===== src/rtl/imem_loader.sv =====
// ============================================================================
// Module      : imem_loader
// Description : Serial program loader; shifts bytes in over a 2-wire link,
//               writes them to the instruction memory, verifies an XOR checksum.
// Revision    : 1.0
// ============================================================================
`default_nettype none

module imem_loader #(
    parameter int IMEM_SZ     = 16,
    parameter int INST_W      = 8,
    parameter int SYNC_STAGES = 2
) (
    input  logic                       clk,
    input  logic                       rst,
    input  logic                       ld_en,
    input  logic                       ser_clk,
    input  logic                       ser_data,
    output logic                       wr_en,
    output logic [$clog2(IMEM_SZ)-1:0] wr_addr,
    output logic [INST_W-1:0]          wr_data,
    output logic                       core_hold,
    output logic                       core_rst_req,
    output logic                       busy,
    output logic                       done,
    output logic                       csum_err
);

    localparam int AW  = $clog2(IMEM_SZ);
    localparam int BCW = $clog2(IMEM_SZ + 1);
    localparam int BW  = $clog2(INST_W);

    localparam logic [BCW-1:0] c_sz       = BCW'(IMEM_SZ);
    localparam logic [BW-1:0]  c_bit_last = BW'(INST_W - 1);

    localparam logic [2:0] c_st_idle  = 3'd0;
    localparam logic [2:0] c_st_shift = 3'd1;
    localparam logic [2:0] c_st_write = 3'd2;
    localparam logic [2:0] c_st_check = 3'd3;
    localparam logic [2:0] c_st_done  = 3'd4;

    logic [2:0]             r_state;
    logic [2:0]             w_next;
    logic [SYNC_STAGES-1:0] r_ld_sync;
    logic [SYNC_STAGES-1:0] r_sclk_sync;
    logic [SYNC_STAGES-1:0] r_sdat_sync;
    logic                   r_sclk_prev;
    logic [INST_W-1:0]      r_shift;
    logic [BW-1:0]          r_bit_cnt;
    logic [BCW-1:0]         r_byte_cnt;
    logic [INST_W-1:0]      r_csum;
    logic                   r_wr_en;
    logic [AW-1:0]          r_wr_addr;
    logic [INST_W-1:0]      r_wr_data;
    logic                   r_rst_req;
    logic                   r_done;
    logic                   r_csum_err;

    logic                   w_ld_s;
    logic                   w_sclk_s;
    logic                   w_sdat_s;
    logic                   w_rise;
    logic                   w_loading;
    logic                   w_byte_end;
    logic [INST_W-1:0]      w_byte;

    assign w_ld_s     = r_ld_sync[SYNC_STAGES-1];
    assign w_sclk_s   = r_sclk_sync[SYNC_STAGES-1];
    assign w_sdat_s   = r_sdat_sync[SYNC_STAGES-1];
    assign w_rise     = w_sclk_s & ~r_sclk_prev;
    assign w_loading  = (r_state == c_st_shift) || (r_state == c_st_write);
    assign w_byte_end = w_rise && (r_bit_cnt == c_bit_last);
    // Byte as it will look once the current bit lands.
    assign w_byte     = {r_shift[INST_W-2:0], w_sdat_s};

    always_ff @(posedge clk) begin
        if (rst) r_state <= c_st_idle;
        else     r_state <= w_next;
    end

    always_comb begin
        w_next = r_state;
        case (r_state)
            c_st_idle:  if (w_ld_s) w_next = c_st_shift;
            c_st_shift: begin
                if (!w_ld_s)
                    w_next = c_st_idle;
                else if (w_byte_end)
                    w_next = (r_byte_cnt < c_sz) ? c_st_write : c_st_check;
            end
            c_st_write: w_next = w_ld_s ? c_st_shift : c_st_idle;
            c_st_check: w_next = c_st_done;
            c_st_done:  if (!w_ld_s) w_next = c_st_idle;
            default:    w_next = c_st_idle;
        endcase
    end

    always_comb begin
        busy      = (r_state == c_st_shift) || (r_state == c_st_write) ||
                    (r_state == c_st_check);
        core_hold = busy;
    end

    always_ff @(posedge clk) begin
        if (rst) begin
            r_ld_sync   <= '0;
            r_sclk_sync <= '0;
            r_sdat_sync <= '0;
            r_sclk_prev <= 1'b0;
            r_shift     <= '0;
            r_bit_cnt   <= '0;
            r_byte_cnt  <= '0;
            r_csum      <= '0;
            r_wr_en     <= 1'b0;
            r_wr_addr   <= '0;
            r_wr_data   <= '0;
            r_rst_req   <= 1'b0;
            r_done      <= 1'b0;
            r_csum_err  <= 1'b0;
        end else begin
            r_ld_sync   <= {r_ld_sync[SYNC_STAGES-2:0], ld_en};
            r_sclk_sync <= {r_sclk_sync[SYNC_STAGES-2:0], ser_clk};
            r_sdat_sync <= {r_sdat_sync[SYNC_STAGES-2:0], ser_data};
            r_sclk_prev <= w_sclk_s;

            if (r_state == c_st_idle && w_next == c_st_shift) begin
                r_bit_cnt  <= '0;
                r_byte_cnt <= '0;
                r_csum     <= '0;
                r_done     <= 1'b0;
                r_csum_err <= 1'b0;
            end

            if (w_rise && w_loading) begin
                r_shift   <= w_byte;
                r_bit_cnt <= (r_bit_cnt == c_bit_last) ? '0 : r_bit_cnt + 1'b1;
            end

            // r_shift still holds the completed byte throughout WRITE.
            if (r_state == c_st_write) begin
                r_csum     <= r_csum ^ r_shift;
                r_byte_cnt <= r_byte_cnt + 1'b1;
            end

            if (r_state == c_st_check) begin
                r_csum_err <= (r_shift != r_csum);
                r_done     <= 1'b1;
            end

            if (w_loading && !w_ld_s) begin
                r_csum_err <= 1'b1;
                r_done     <= 1'b0;
            end

            r_wr_en   <= (w_next == c_st_write);
            r_wr_addr <= (w_next == c_st_write) ? r_byte_cnt[AW-1:0] : '0;
            r_wr_data <= (w_next == c_st_write) ? w_byte : '0;
            r_rst_req <= (w_next == c_st_check) && (w_byte == r_csum);
        end
    end

    assign wr_en        = r_wr_en;
    assign wr_addr      = r_wr_addr;
    assign wr_data      = r_wr_data;
    assign core_rst_req = r_rst_req;
    assign done         = r_done;
    assign csum_err     = r_csum_err;

endmodule

`default_nettype wire

===== config.mk =====
export PLATFORM = sky130hd
export DESIGN_NAME = imem_loader
export DESIGN_NICKNAME = d
export VERILOG_FILES = /design/src/rtl/imem_loader.sv
export SDC_FILE = /design/constraint.sdc
export NUM_CORES = 1
export LEC_CHECK = 0
export CAP_MARGIN = 20
export CORE_ASPECT_RATIO = 0.8
export CORE_MARGIN = 1.5
export CORE_UTILIZATION = 40
export DETAILED_ROUTE_END_ITERATION = 10
export HOLD_SLACK_MARGIN = 0.08
export PLACE_DENSITY_LB_ADDON = 0.08
export SETUP_SLACK_MARGIN = 0.1
export SLEW_MARGIN = 5
export SYNTH_ARGS = -nofsm -noshare
export SYNTH_HDL_FRONTEND = slang
export SYNTH_SLANG_ARGS = --single-unit

===== constraint.sdc =====
create_clock -name clk -period 2.25 [get_ports clk]
set_input_delay 0.3375 -clock clk [delete_from_list [all_inputs] [get_ports clk]]
set_output_delay 0.3375 -clock clk [all_outputs]
set_load 0.01 [all_outputs]

# Word level (Yosys, flattened, before mapping)
# Cells that the tools add are included.
dict set report classes {
  addsub 2
  n_lt_le_gt_ge 1
  n_eq_ne 10
  n_mux 18
  bitwise 4
  reduce_logical 15
}
# operator n
set op_table {}
lappend op_table {{$mux 3} 7}
lappend op_table {{$mux 8} 2}
lappend op_table {{$pmux 3 s5} 1}
lappend op_table {{$eq 3x2->1 const B} 4}
lappend op_table {{$mux 5} 2}
lappend op_table {{$eq 8x8->1} 1}
lappend op_table {{$ne 8x8->1} 1}
lappend op_table {{$xor 8x8->8} 1}
lappend op_table {{$eq 3x1->1 const B} 2}
lappend op_table {{$eq 3x3->1 const B} 2}
lappend op_table {{$mux 1} 6}
lappend op_table {{$reduce_bool 2->1} 3}
lappend op_table {{$add 5x1->5 const B} 1}
lappend op_table {{$logic_and 1x1->1} 5}
lappend op_table {{$lt 5x5->1 const B} 1}
lappend op_table {{$reduce_or 2->1} 2}
lappend op_table {{$add 3x1->3 const B} 1}
lappend op_table {{$logic_not 3->1} 1}
lappend op_table {{$reduce_bool 3->1} 1}
lappend op_table {{$logic_or 1x1->1} 2}
lappend op_table {{$not 1->1} 2}
lappend op_table {{$and 1x1->1} 1}
lappend op_table {{$logic_not 1->1} 1}
dict set report word_totals {
  reg_bits 50
  word_cells 65
}

# Longest topological paths before layout
# Gate-level depths: netlist (run 1).
dict set report logic_depth {
  word_depth 11
  mapped_depth 6
}

# Worst setup path after synthesis (run 1)
# OpenSTA, ideal clock, no wires.
dict set report synth_timing {
  path_kind {reg-to-reg}
  from {register r_state[2]}
  to {register r_byte_cnt[4]}
  setup_ps 128
  arrival_ps 1229
  path_slack_ps 894
  path_stages_with_launch 6
  path_buffers 1
  path_cell_list {dfxtp_1 -> buf_2 -> or4b_1 -> nand2_1 -> mux2_1 -> nor2_1}
}
dict set report synth_via {
  elab_chain_len 6
  word_cells_on_any_way 14
  cone_classes {eq/ne (5); mux (6); reduce/logical (3)}
}
# item line_no
set synth_lines {}
lappend synth_lines {{start, declared} 42} ;# logic [2:0] r_state;
lappend synth_lines {{start signal, assigned} 77} ;# if (rst) r_state <= c_st_idle;
lappend synth_lines {{start signal, assigned} 78} ;# else r_state <= w_next;
lappend synth_lines {{$mux 3} 88} ;# else if (w_byte_end)
lappend synth_lines {{$mux 3} 86} ;# if (!w_ld_s)
lappend synth_lines {{$pmux 3 s5} 83} ;# case (r_state)
lappend synth_lines {{$eq 3x1->1} 126} ;# if (r_state == c_st_idle && w_next == c_st_shift) begin
lappend synth_lines {{$logic_and 1x1->1} 126}
lappend synth_lines {{$reduce_bool 2->1 (no source line)} -}
lappend synth_lines {{end signal, assigned} 142} ;# r_byte_cnt <= r_byte_cnt + 1'b1;
lappend synth_lines {{end, declared} 50} ;# logic [BCW-1:0] r_byte_cnt;
# Several ways; a longest one is shown, not always the timed one.
# A chain may end at the register's enable or synchronous reset.

# Worst setup path after layout (run 1)
dict set report layout_timing {
  from {register r_state[1]}
  to {output port core_hold}
}
dict set report layout_via {
  elab_chain_len 3
  word_cells_on_any_way 5
  cone_classes {eq/ne (3); reduce/logical (2)}
}
# item line_no
set layout_lines {}
lappend layout_lines {{$eq 3x1->1 / $eq 3x2->1 (equally long branches)} 99} ;# busy = (r_state == c_st_shift) || (r_state == c_st_write) ||
lappend layout_lines {{$logic_or 1x1->1} 99}
lappend layout_lines {{$logic_or 1x1->1 (*)} 99}
lappend layout_lines {{end, declared} 22} ;# output logic core_hold,
# Every way passes the cells marked *; elsewhere a longest branch is shown, timed or not.

==> flow_metrics.py, run 1 <==
metrics = {
    "run_status": {
        "run_status": "finished, final reports clean",
    },
    "setup_path": {
        "critical_path.reg2reg.startpoint": "r_state[0]$_SDFF_PP0_",
        "worstPathBufferInverterCount": 1,
        "timing.critical_path.slowest_cell_delay_ns": 0.55,
        "endpoint_required_time_on_the_critical_path_ns": 1.91,
        "timing.critical_path.arrival_ns": 1.57,
        "cp_cell_sequence": "nor2_1, nor2_1, clkdlybuf4s50_1",
        "endpoint_kind": "output pin",
        "timing.critical_path.fanout_max": 13,
        "worstSetupPathType": "reg -> out",
        "timing.critical_path.slowest_stage_cell": "clkdlybuf4s50_1",
        "startpoint_type": "flip-flop",
        "timing.critical_path.max_delay_family": "buffers and inverters",
        "startpoint": "r_state[1]$_SDFF_PP0_",
        "critPathMostFrequentCell": "nor2_1",
    },
    "synthesis": {
        "yosysWarningCount": 0,
        "share_of_synthesized_registers_carrying_an_async_set_or_reset_pct": 0,
        "synth.yosys.seq_area_share_pct": 48.05,
        "synth-edff-count": 0,
        "dominantRegCellSynth": "dfxtp_1",
        "synth_cell_types": 39,
        "mappedNetlistNets": 237,
        "mappedNetlistArea_um2": 2083,
        "synth_seq_cells": 50,
        "post_synth.cell_area_avg_um2": 9.097,
        "synthesized_netlist_cell_count": 229,
    },
    "clock_tree": {
        "cts_post_setup_buffers_inserted": 0,
        "cts-buffers-inserted": 5,
        "clk_transition_reported_paths_ns": 0.09,
        "clkLatencyLatePin_ns": 0.29,
        "cts-root-buf": "clkbuf_8",
        "clock_path_buffers": 2,
        "cts_hold_repair.buffers": 0,
        "tritoncts": "built",
        "cts_num_sinks": 50,
        "cts-htree-levels": 2,
        "cts_repair_resize_count": 0,
    },
    "sta": {
        "grt_setup_unrepaired": "no",
        "layout_worst_path_cycle_share_pct": 84.58,
        "hold_violations": 0,
        "timing.fmax_mhz": 525.5,
        "worst_pin_slew_ns": 0.4831,
        "fin_ws_ns": 0.3471,
        "finalSetupViolCount": 0,
        "timing.setup.tns_ns": 0,
        "timing.slew.headroom_pct": 67.71,
        "final_max_slew_viol_count": 0,
        "post_route_clock_skew_ns": 0.007514,
        "min_period_ns": 1.903,
    },
    "final_layout": {
        "flow.area_growth_from_synthesis_pct": 16.64,
        "layout.nets": 251,
        "drive_above_1_share_pct": 8.607,
        "layout_commonest_cell": "dfxtp_1",
        "diodes": 0,
        "layout_common_cells": "49 x dfxtp_1, 24 x a21oi_1, 22 x clkdlybuf4s50_1",
        "finalCoreUtilization_pct": 48.53,
    },
    "die": {
        "die_w_um": 83.69,
        "fp.coreArea_um2": 5007,
        "die_area_um2": 5653,
        "design.portCount": 23,
        "chipHeight_um": 67.55,
        "initial_utilization_pct": 41.60,
        "placementRows": 23,
    },
    "drt": {
        "detail-route-antenna-nets": 0,
        "detailedRoute.firstPassIterationCount": 4,
        "routedWlPerCell_um": 13.06,
        "detail_route.drc_violations": 0,
        "via_count": 1534,
        "routed_via_density": 5.013,
        "first_iter_violations": 114,
        "wl_um": 3995,
    },
    "global_route": {
        "antenna_found_initial": 0,
        "grt_start_max_net_pins": 36,
        "grt-ovfl-total": 0,
        "grt_first_pass_wirelength_um": 6603,
        "grt.total_usage_pct": 15.03,
        "first_global_vias": 1306,
    },
    "min_path": {
        "hold_path.class": "reg -> reg",
        "worstHoldStart": "r_sclk_sync[0]$_SDFF_PP0_",
    },
    "power_and_ir_drop": {
        "leakagePower_nw": 0.8485,
        "ir_worst_vdd_mv": 0.3143,
        "power_per_cell_area_nw_per_um2": 639.7,
    },
    "placed_design": {
        "buffer_ports.inserted": 22,
        "post-dp-hpwl_um": 2741,
        "gp_congestion": 0.7449,
        "preCtsSetupSlack_ns": 0.4640,
    },
    "flow_run": {
        "timing.max_cap.violations": 0,
    },
}
-- layout make-up --
type                            count  area [um^2]
Tap cell                           62        77.57
Clock inverter                      3        40.04
Multi-Input combinational cell    157        972.2
Timing Repair Buffer               28        265.3
Fill cell                         485         2577
Sequential cell                    50         1002
Inverter                            1        3.754
Clock buffer                        5        68.82
-- through the flow --
stage	total power, mW	hold slack [ns]	cell area, um^2	std cells
final	1.554	0.4398	2430	306
after global routing	1.619	0.4575	2430	306
after CTS	1.575	0.4460	2429	306
after detailed placement	0.9645	0.4247	2320	298
after global placement	0.9649	0.4180	2320	298
after floorplan	0.9462	0.4138	2083	229
-- where the power goes --
group | total [mW] | leakage, nW | internal [mW] | switching, mW
clock network | 0.611 | 0.0579 | 0.327 | 0.284
logic | 0.0477 | 0.386 | 0.0210 | 0.0267
registers | 0.895 | 0.405 | 0.891 | 0.00475
total | 1.55 | 0.848 | 1.24 | 0.315
-- cell usage after synthesis, types with 2 or more instances --
| cell type | instances | area share [%] |
|---|---|---|
| a21oi_1 | 24 | 5.8 |
| nor3_1 | 12 | 2.9 |
| nand4_1 | 7 | 2.1 |
| clkbuf_1 | 8 | 1.4 |
| buf_4 | 2 | 0.72 |
| dfxtp_1 | 50 | 48 |
| a22oi_1 | 2 | 0.72 |
| nor2b_1 | 10 | 3.0 |
| xnor2_1 | 16 | 6.7 |
| o21ai_0 | 4 | 0.96 |
| nor2_1 | 18 | 3.2 |
| and2_1 | 12 | 3.6 |
| nand3_1 | 9 | 2.2 |
| buf_2 | 10 | 2.4 |
| nand2_1 | 13 | 2.3 |
| ha_1 | 3 | 1.8 |
| o21ai_1 | 7 | 1.7 |
-- per-layer routing --
layer  GRT usage, %  up-vias  wire, um
li1               -      806         -
met4          4.918        0        27
met2          21.17       32      1611
met3          3.790        2       154
met1          22.33      694      2201
met5              0        -         0
-- cells by family (layout without fill, tap and decap cells) --
| group | Yosys count | count (layout) | share of synthesized area, % |
|---|---|---|---|
| AND/OR/NAND/NOR | 93 | 93 | 24.93 |
| buffers and inverters | 22 | 37 | 5.285 |
| multiplexers | 1 | 1 | 0.5405 |
| XOR/XNOR | 18 | 18 | 8.469 |
| flip-flops | 50 | 50 | 48.05 |
| adder cells (fa/ha/maj) | 3 | 3 | 1.802 |
| AO/OA/AOI/OAI | 42 | 42 | 10.93 |
-- worst paths after layout --
| kind | end | slack [ns] | depth (start not counted) |
|---|---|---|---|
| hold / removal | r_sclk_sync[1]$_SDFF_PP0_ | 0.44 | 1 |
| setup / recovery | core_hold | 0.35 | 3 |
| hold reg to reg | r_sclk_sync[1]$_SDFF_PP0_ | 0.44 | 1 |
| setup reg to reg | r_csum[0]$_SDFFE_PP0P_ | 0.59 | 5 |
-- flip-flops by register name, indices dropped and copies added (netlist names), 2 cells and up --
signal	count
r_bit_cnt	3
wr_data	8
r_sdat_sync	2
r_sclk_sync	2
r_shift	8
r_ld_sync	2
r_state	3
r_csum	8
wr_addr	4
r_byte_cnt	5
-- worst register-to-register path, stage by stage (launching register included) --
cell     delay [ns]
dfxtp_1        0.38
buf_4          0.20
or3b_1         0.54
o21ai_0        0.22
nor2_1         0.06
nor3_1         0.17
Power figures use the tool's default switching activity.
==> run 2, diff against run 1 <==
- clock period: 2.25 -> 1.84 ns (I/O delays scaled with it)
==> flow_metrics.py, run 2 (synthesis gave the netlist of run 1 again) <==
metrics = {
    "global_route": {
        "grt.total_usage_pct": 16.12,
        "grt-ovfl-total": 0,
        "antenna_found_initial": 0,
        "grt_first_pass_wirelength_um": 7058,
        "first_global_vias": 1424,
        "grt_start_max_net_pins": 36,
    },
    "die": {
        "die_w_um": 83.69,
        "die_area_um2": 5653,
        "placementRows": 23,
        "initial_utilization_pct": 41.60,
        "design.portCount": 23,
        "chipHeight_um": 67.55,
        "fp.coreArea_um2": 5007,
    },
    "clock_tree": {
        "cts-root-buf": "clkbuf_8",
        "clock_path_buffers": 2,
        "clk_transition_reported_paths_ns": 0.09,
        "cts-htree-levels": 2,
        "clkLatencyLatePin_ns": 0.30,
        "cts_num_sinks": 50,
        "cts_hold_repair.buffers": 0,
        "cts-buffers-inserted": 5,
        "tritoncts": "built",
    },
    "setup_path": {
        "startpoint_type": "flip-flop",
        "endpoint_kind": "flip-flop",
        "worstSetupPathType": "reg -> reg",
        "timing.reg2reg.setup_slack_ns": 0.34,
        "timing.critical_path.fanout_max": 11,
        "timing.critical_path.arrival_ns": 1.72,
        "endpoint_required_time_on_the_critical_path_ns": 2.07,
    },
    "placed_design": {
        "dpl-instance-area_um2": 2372,
        "buffer_ports.inserted": 22,
        "gp_congestion": 0.7033,
        "post-dp-hpwl_um": 2899,
    },
    "sta": {
        "timing.slew.headroom_pct": 69.66,
        "hold_violations": 0,
        "worst_pin_slew_ns": 0.4547,
        "finalSetupViolCount": 0,
        "grt_setup_unrepaired": "no",
        "timing.setup.tns_ns": 0,
        "min_period_ns": 1.497,
        "final_max_slew_viol_count": 0,
        "timing.fmax_mhz": 668.2,
        "post_route_clock_skew_ns": 0.009149,
        "layout_worst_path_cycle_share_pct": 81.33,
    },
    "power_and_ir_drop": {
        "ir_worst_vdd_mv": 0.4726,
        "leakagePower_nw": 0.9231,
        "power_per_cell_area_nw_per_um2": 766.4,
    },
    "final_layout": {
        "multi_input_area_um2": 972.2,
        "layout.nets": 258,
        "layout.area.seq_um2": 1010,
        "flow.area_growth_from_synthesis_pct": 19.76,
        "finalInstanceArea_um2": 2495,
        "nFillCells": 503,
        "drive_above_1_share_pct": 11.95,
        "layout_commonest_cell": "dfxtp_1",
        "layout_common_cells": "47 x dfxtp_1, 24 x a21oi_1, 20 x clkdlybuf4s50_1",
        "diodes": 0,
    },
    "drt": {
        "routed_via_density": 5.054,
        "detail_route.drc_violations": 0,
        "wl_um": 4268,
        "routedWlPerCell_um": 13.64,
        "detailedRoute.firstPassIterationCount": 4,
        "detail-route-antenna-nets": 0,
        "first_iter_violations": 91,
        "via_count": 1582,
    },
    "min_path": {
        "hold_path.class": "reg -> reg",
    },
    "run_status": {
        "run_status": "finished, final reports clean",
    },
    "flow_run": {
        "timing.max_cap.violations": 0,
    },
}
[run 2: cell types whose count changed in the layout (fill, tap and decap cells not counted)]
cell             delta
dlymetal6s2s_1      +2
buf_4               +7
dfxtp_4             +2
dfxtp_1             -2
clkdlybuf4s50_1     -2
[run 2: critical path, stage by stage (launching register included)]
cell and delay [ns]:
dfxtp_2 0.39, or3b_1 0.59, o21ai_0 0.23, nor2_1 0.06, nor3_1 0.16
[run 2: area by class of cell]
cell class,instances,area share (%)
inverter,1,0.1505
sequential,50,40.47
clock inverter,3,1.605
timing repair buffer,35,12.94
clock buffer,5,2.758
multi-input combinational,157,38.97
tap,62,3.109
[run 2: path summary, 6_finish.rpt]
path                                                start                    endpoint  cells past startpoint
worst min-delay path            r_sclk_sync[0]$_SDFF_PP0_   r_sclk_sync[1]$_SDFF_PP0_                      1
worst min register to register  r_sclk_sync[0]$_SDFF_PP0_   r_sclk_sync[1]$_SDFF_PP0_                      1
worst max-delay path                r_state[2]$_SDFF_PP0_  r_byte_cnt[2]$_SDFFE_PP0P_                      4
worst max register to register      r_state[2]$_SDFF_PP0_  r_byte_cnt[2]$_SDFFE_PP0P_                      4
[run 2: power breakdown]
part / internal, mW / switching [mW] / leakage [nW] / total [mW]
combinational: 0.0271 / 0.0345 / 0.459 / 0.0616
clock: 0.400 / 0.358 / 0.0579 / 0.758
sequential: 1.09 / 0.00565 / 0.406 / 1.09
[run 2: layer usage]
layer | global-route usage (%) | routed length [um]
met4 | 5.533 | 38
met3 | 3.667 | 135
met5 | 0 | 0
met1 | 22.60 | 2332
met2 | 24.70 | 1761
[run 2: through the flow]
step	total power [mW]	instances	utilization, %	worst slack (ns)	hold WS, ns
floorplan	1.157	229	-	0.4835	0.4042
global placement	1.182	305	47.38	0.2819	0.4216
detailed placement	1.182	305	47.38	0.2337	0.4212
CTS	1.935	313	49.60	0.1065	0.4420
global route	1.977	313	49.83	0.1808	0.4585
finish	1.912	313	49.83	0.3435	0.4409
[run 2: repair_timing]
item	4_1_cts	5_1_grt
setup endpoints to repair	2	2
setup buffers	0	0
resized for setup	2	5
